$ cat src/rtl/mem_pkg.sv
// mem_pkg: size codes, load FSM encodings and alignment helper shared by the load path.
package mem_pkg;
  localparam logic [1:0] SZ_BYTE = 2'b00;
  localparam logic [1:0] SZ_HALF = 2'b01;
  localparam logic [1:0] SZ_WORD = 2'b10;
  localparam logic [1:0] SZ_RSV  = 2'b11;
  localparam logic [1:0] S_IDLE = 2'd0;
  localparam logic [1:0] S_REQ  = 2'd1;
  localparam logic [1:0] S_DONE = 2'd2;
  localparam logic [1:0] S_ERR  = 2'd3;
  function automatic logic misaligned(input logic [1:0] a, input logic [1:0] sz);
    return sz == SZ_RSV || (sz == SZ_HALF && a[0]) || (sz == SZ_WORD && a != 2'b00);
  endfunction
endpackage

$ cat src/rtl/extender.sv
// extender: widens a field to OW bits, replicating its MSB when i_signed is set.
module extender #(
  parameter int IW = 8,
  parameter int OW = 32
) (
  input  logic [IW-1:0] i_in,
  input  logic          i_signed,
  output logic [OW-1:0] o_out
);
  assign o_out = {{(OW-IW){i_signed & i_in[IW-1]}}, i_in};
endmodule

$ cat src/rtl/load_unit.sv
// load_unit: single-outstanding memory load with lane select, extension, alignment check and ack timeout.
module load_unit
  import mem_pkg::*;
#(
  parameter int TIMEOUT = 16
) (
  input  logic        i_clk,
  input  logic        i_rst,
  input  logic        i_start,
  input  logic [31:0] i_addr,
  input  logic [1:0]  i_size,
  input  logic        i_signed,
  output logic        o_mem_req,
  output logic [31:0] o_mem_addr,
  input  logic        i_mem_ack,
  input  logic [31:0] i_mem_rdata,
  output logic        o_busy,
  output logic        o_done,
  output logic [31:0] o_data,
  output logic        o_misaligned,
  output logic        o_timeout
);
  logic [1:0]  r_state;
  logic [7:0]  r_cnt;
  logic [31:0] r_addr;
  logic [1:0]  r_size;
  logic        r_signed;
  logic        r_to;
  logic [31:0] r_data;
  logic [7:0]  w_byte;
  logic [15:0] w_half;
  logic [31:0] w_ext8;
  logic [31:0] w_ext16;
  logic [31:0] w_ld;
  logic        w_last;
  assign w_byte = r_addr[1] ? (r_addr[0] ? i_mem_rdata[31:24] : i_mem_rdata[23:16])
                            : (r_addr[0] ? i_mem_rdata[15:8]  : i_mem_rdata[7:0]);
  assign w_half = r_addr[1] ? i_mem_rdata[31:16] : i_mem_rdata[15:0];
  extender #(.IW(8),  .OW(32)) u_ext8  (.i_in(w_byte), .i_signed(r_signed), .o_out(w_ext8));
  extender #(.IW(16), .OW(32)) u_ext16 (.i_in(w_half), .i_signed(r_signed), .o_out(w_ext16));
  assign w_ld   = r_size == SZ_BYTE ? w_ext8 : r_size == SZ_HALF ? w_ext16 : i_mem_rdata;
  assign w_last = r_cnt == 8'(TIMEOUT - 1);
  assign o_mem_req    = r_state == S_REQ;
  assign o_mem_addr   = {r_addr[31:2], 2'b00};
  assign o_busy       = r_state != S_IDLE;
  assign o_done       = r_state == S_DONE || r_state == S_ERR;
  assign o_data       = r_data;
  assign o_misaligned = r_state == S_ERR && !r_to;
  assign o_timeout    = r_state == S_ERR && r_to;
  always_ff @(posedge i_clk or posedge i_rst) begin
    if (i_rst) begin
      r_state  <= S_IDLE;
      r_cnt    <= '0;
      r_addr   <= '0;
      r_size   <= SZ_BYTE;
      r_signed <= 1'b0;
      r_to     <= 1'b0;
      r_data   <= '0;
    end else begin
      case (r_state)
        S_IDLE: if (i_start) begin
          r_addr   <= i_addr;
          r_size   <= i_size;
          r_signed <= i_signed;
          r_cnt    <= '0;
          r_to     <= 1'b0;
          if (misaligned(i_addr[1:0], i_size)) begin
            r_state <= S_ERR;
            r_data  <= '0;
          end else r_state <= S_REQ;
        end
        // ack takes priority over an expiring count
        S_REQ: if (i_mem_ack) begin
          r_data  <= w_ld;
          r_state <= S_DONE;
        end else if (w_last) begin
          r_to    <= 1'b1;
          r_data  <= '0;
          r_state <= S_ERR;
        end else r_cnt <= r_cnt + 8'd1;
        default: r_state <= S_IDLE;
      endcase
    end
  end
endmodule

$ cat config.mk
export PLATFORM = sky130hd
export DESIGN_NAME = load_unit
export DESIGN_NICKNAME = d
export VERILOG_FILES = /design/src/rtl/mem_pkg.sv /design/src/rtl/extender.sv /design/src/rtl/load_unit.sv
export SDC_FILE = /design/constraint.sdc
export NUM_CORES = 1
export LEC_CHECK = 0
export BUFFER_PORTS_ARGS = -buffer_cell sky130_fd_sc_hd__buf_2
export CORE_AREA = 5 5 112 114
export DETAILED_ROUTE_END_ITERATION = 12
export DIE_AREA = 0 0 117 119
export PLACE_DENSITY = 0.55
export SKIP_CTS_REPAIR_TIMING = 1
export SLEW_MARGIN = 20
export SYNTH_ARGS = -nofsm -noshare
export SYNTH_HDL_FRONTEND = slang
export SYNTH_SLANG_ARGS = --single-unit
$ cat constraint.sdc
create_clock -name i_clk -period 3.78 [get_ports i_clk]
set_clock_uncertainty 0.05 [all_clocks]
set_input_delay 0.756 -clock i_clk [delete_from_list [all_inputs] [get_ports i_clk]]
set_output_delay 0.756 -clock i_clk [all_outputs]
set_load 0.01 [all_outputs]
==> results.txt <==
The critical path is of the reg -> reg type. The region available for standard cell placement spans 11300 sq um. The number of nets in the layout is 578.

Counting every sink on the clock net gives 78. The sequential area share after synthesis came out at 50.1%. The initial antenna violation count came to 0.

The leakage power figure is 2.48 nW. The H-tree generated during clock tree synthesis spans 3 levels. The maximum number of pins on one net before global-route repair is 37.

The starting DRC count in detailed routing is 198. TritonCTS built the clock tree. The class of the tightest hold or removal check is in -> async. Setup repair after global routing left no endpoint under its margin. The number of flops mapped to enable cells by yosys is 0.

Synthesis inferred 78 register bits. The worst ir drop on vdd is 0.330 mV. The initial utilization of the core area, before any placement, comes to 34.4%. Traced cell by cell, the critical path runs through mux4_2, nor2_1, a2111oi_4, a221o_1. The overall routed net length is 10.8 mm. The root buffer cell is clkbuf_16.

The floorplan has 39 rows. The final design area excluding fillers is 4780 sq um. The worst register-to-register path has a setup slack of 1.44 ns. The post-synthesis to final-layout area growth came out at 22.7%.

The post-route DRC violation count is 0. The maximum clock insertion buffer count is 2. The half-perimeter wire length after detailed placement came out at 7.95 mm. For the worst setup path, the data required time is 4.00 ns. Dividing total power by cell area gives a power density of 845 nW/um^2. The wire length of the first global-routing pass came out at 16.9 mm. The residual overflow from global routing is 0. The count of endpoints failing setup in the final report came out at 0.

Headroom to the max-slew limit came out at 41.2%. The detail route stage leaves a number of antenna-violating nets equal to 0. The height of the die came out at 119 um. The fraction of synthesized cell area taken by the top area cell type is 50.1%. Among all flip-flop cells after synthesis, the most frequent one is dfrtp_1. The final critical delay including setup and external delays is 2.34 ns. The count of port buffers added during placement came out at 137.

The floorplan step defined a die boundary enclosing 13900 sq um. The run finished with clean final reports. The endpoint arrival time on the critical path is 2.56 ns. The routed layout has 3297 vias. The worst setup path is launched from a flop.

The number of antenna diodes in the final layout is 0. The layout cell share with drive strength beyond 1 came out at 31.9%. The synthesized instance count came out at 411. By area the synthesized netlist is led by dfrtp_1 (50%), nand2_1 (12%), buf_4 (6.2%), a221o_1 (4.4%), mux2i_1 (2.6%).

The count of distinct cell types in the synthesized netlist is 39. The category of the worst setup path capture point is a flop. The achievable clock frequency came out at 427 MHz. The Yosys warning count is 0. Clock tree synthesis inserted a total of 9 buffers. The number of global-route vias before repair is 3267. The final clock period utilization by the worst path came out at 61.9%. The top-level I/O count is 140. The clock-pin slew reported for the worst setup and hold paths after clock tree synthesis came out at 0.06 ns.

The dominant cell type by area after synthesis is dfrtp_1. The cell type of the slowest stage on the worst timing path is a2111oi_4. The number of detailed-route iterations in the first pass is 4. Dividing the synthesized area by the synthesized cell count gives 9.48 sq um.

The largest single stage delay on the critical path is 0.79 ns. The post-detailed-route via-to-cell ratio came out at 5.04. The number of max-capacitance violations reported came out at 0. The transition time of the tightest slew-check pin came out at 0.881 ns. The weighted congestion reported at the end of routability-driven placement is 0.806. The proportion of synthesized flip-flops having asynchronous set or reset came out at 100%. For this run, the total global-route usage over all layers was measured as 15.4%.

Adding up every negative setup slack in the final design gives 0 ns. The final hold violation count is 0. The clock insertion delay at the later pin of the skew report came out at 0.33 ns. The maximum fanout along the worst path is 21. The max-slew violation total from the final report is 0. The synthesized cell area came out at 3890 sq um.

The depth of the worst register-to-register path is 4. The total placed instance area is 4430 sq um. Dividing the detail-routed wire length by the instance count gives 16.4 um. The floorplan step set the die width to 117 um.
[cells by family (layout without fill, tap and decap cells)]
kind of cell	count (synthesis)	count (layout)	synth area share, %
multiplexers	11	11	3.15
flip-flops	78	78	50.1
adder cells (fa/ha/maj)	1	1	0.321
AO/OA/AOI/OAI	69	69	14.3
other	1	2	0.0963
AND/OR/NAND/NOR	182	182	21.0
buffers and inverters	64	163	9.93
XOR/XNOR	5	5	1.12
[registers in the layout (all words and copies together), names as in the netlist]
signal and flops:
r_addr 32, r_cnt 8, r_state 2, r_size 2
r_signed 1, o_data 32, r_to 1
[power by group]
part           switching [mW]  leakage, nW  internal, mW
clock                   0.359        0.158         0.647
sequential              0.326         1.01          1.20
combinational           0.861         1.31         0.649
[synthesized netlist by cell type, drive strengths merged, types with 8 or more instances]
cell / n
nand2: 126
dfrtp: 78
buf: 40
clkbuf: 19
a221o: 17
nor2: 12
nand2b: 11
mux2i: 10
o21ai: 9
o22ai: 9
or3: 9
a31oi: 8
a32o: 8
o2bb2ai: 8
[area by class of cell]
| type | instances | area, sq um |
|---|---|---|
| inverters | 5 | 20.0 |
| clock inverters | 7 | 121 |
| clock buffers | 9 | 225 |
| fillers | 1163 | 6540 |
| multi-input cells | 270 | 1560 |
| well taps | 143 | 179 |
| flip-flops and latches | 78 | 1950 |
| repair buffers | 142 | 723 |
[metrics by stage]
step | hold slack (ns) | util [%] | setup WS (ns) | power, mW | instances
after global placement | 0.403 | 39.2 | 1.44 | 3.03 | 638
after CTS | 0.348 | 42.2 | 1.44 | 4.09 | 654
after detailed placement | 0.407 | 39.2 | 1.42 | 3.07 | 638
final | 0.349 | 42.2 | 1.44 | 4.04 | 654
after floorplan | 0.397 | - | 0.979 | 2.68 | 412
after global routing | 0.367 | 42.2 | 1.24 | 4.35 | 654
[per-layer routing]
layer  global-route usage [%]  share of wire, %  routed length, um
met1                     21.0                43               4670
met3                     5.83                11               1160
met5                        0                 0                  0
met4                     2.37              0.59                 63
met2                     23.8                45               4850
[cells in the final DEF (no fill, tap or decap), types with 7 or more instances in the layout]
master     count
clkbuf_16      9
nand3b_1       7
o2bb2ai_1      8
a32o_1         8
or3_1          9
a31oi_1        8
o22ai_1        9
nand2_1      126
o21ai_0        9
nor2_1        12
buf_2        137
dfrtp_1       78
a221o_1       17
mux2i_1       10
nand2b_1      11
[path summary, 6_finish.rpt]
check	start	endpoint
setup reg to reg	r_addr[1]	o_data[26]
hold / removal	i_rst	r_addr[16]
min in group i_clk	r_addr[4]	r_addr[4]
max in group asynchronous	i_rst	o_data[5]
setup / recovery	r_addr[1]	o_data[26]
hold reg to reg	r_addr[4]	r_addr[4]
[worst max-delay path: cells and delay by family, from the launching register on]
| family | cells | cell delay [ns] |
|---|---|---|
| AO/OA/AOI/OAI | 2 | 1.01 |
| flip-flops | 1 | 0.76 |
| multiplexers | 1 | 0.39 |
| AND/OR/NAND/NOR | 1 | 0.07 |
Power figures use the tool's default switching activity.
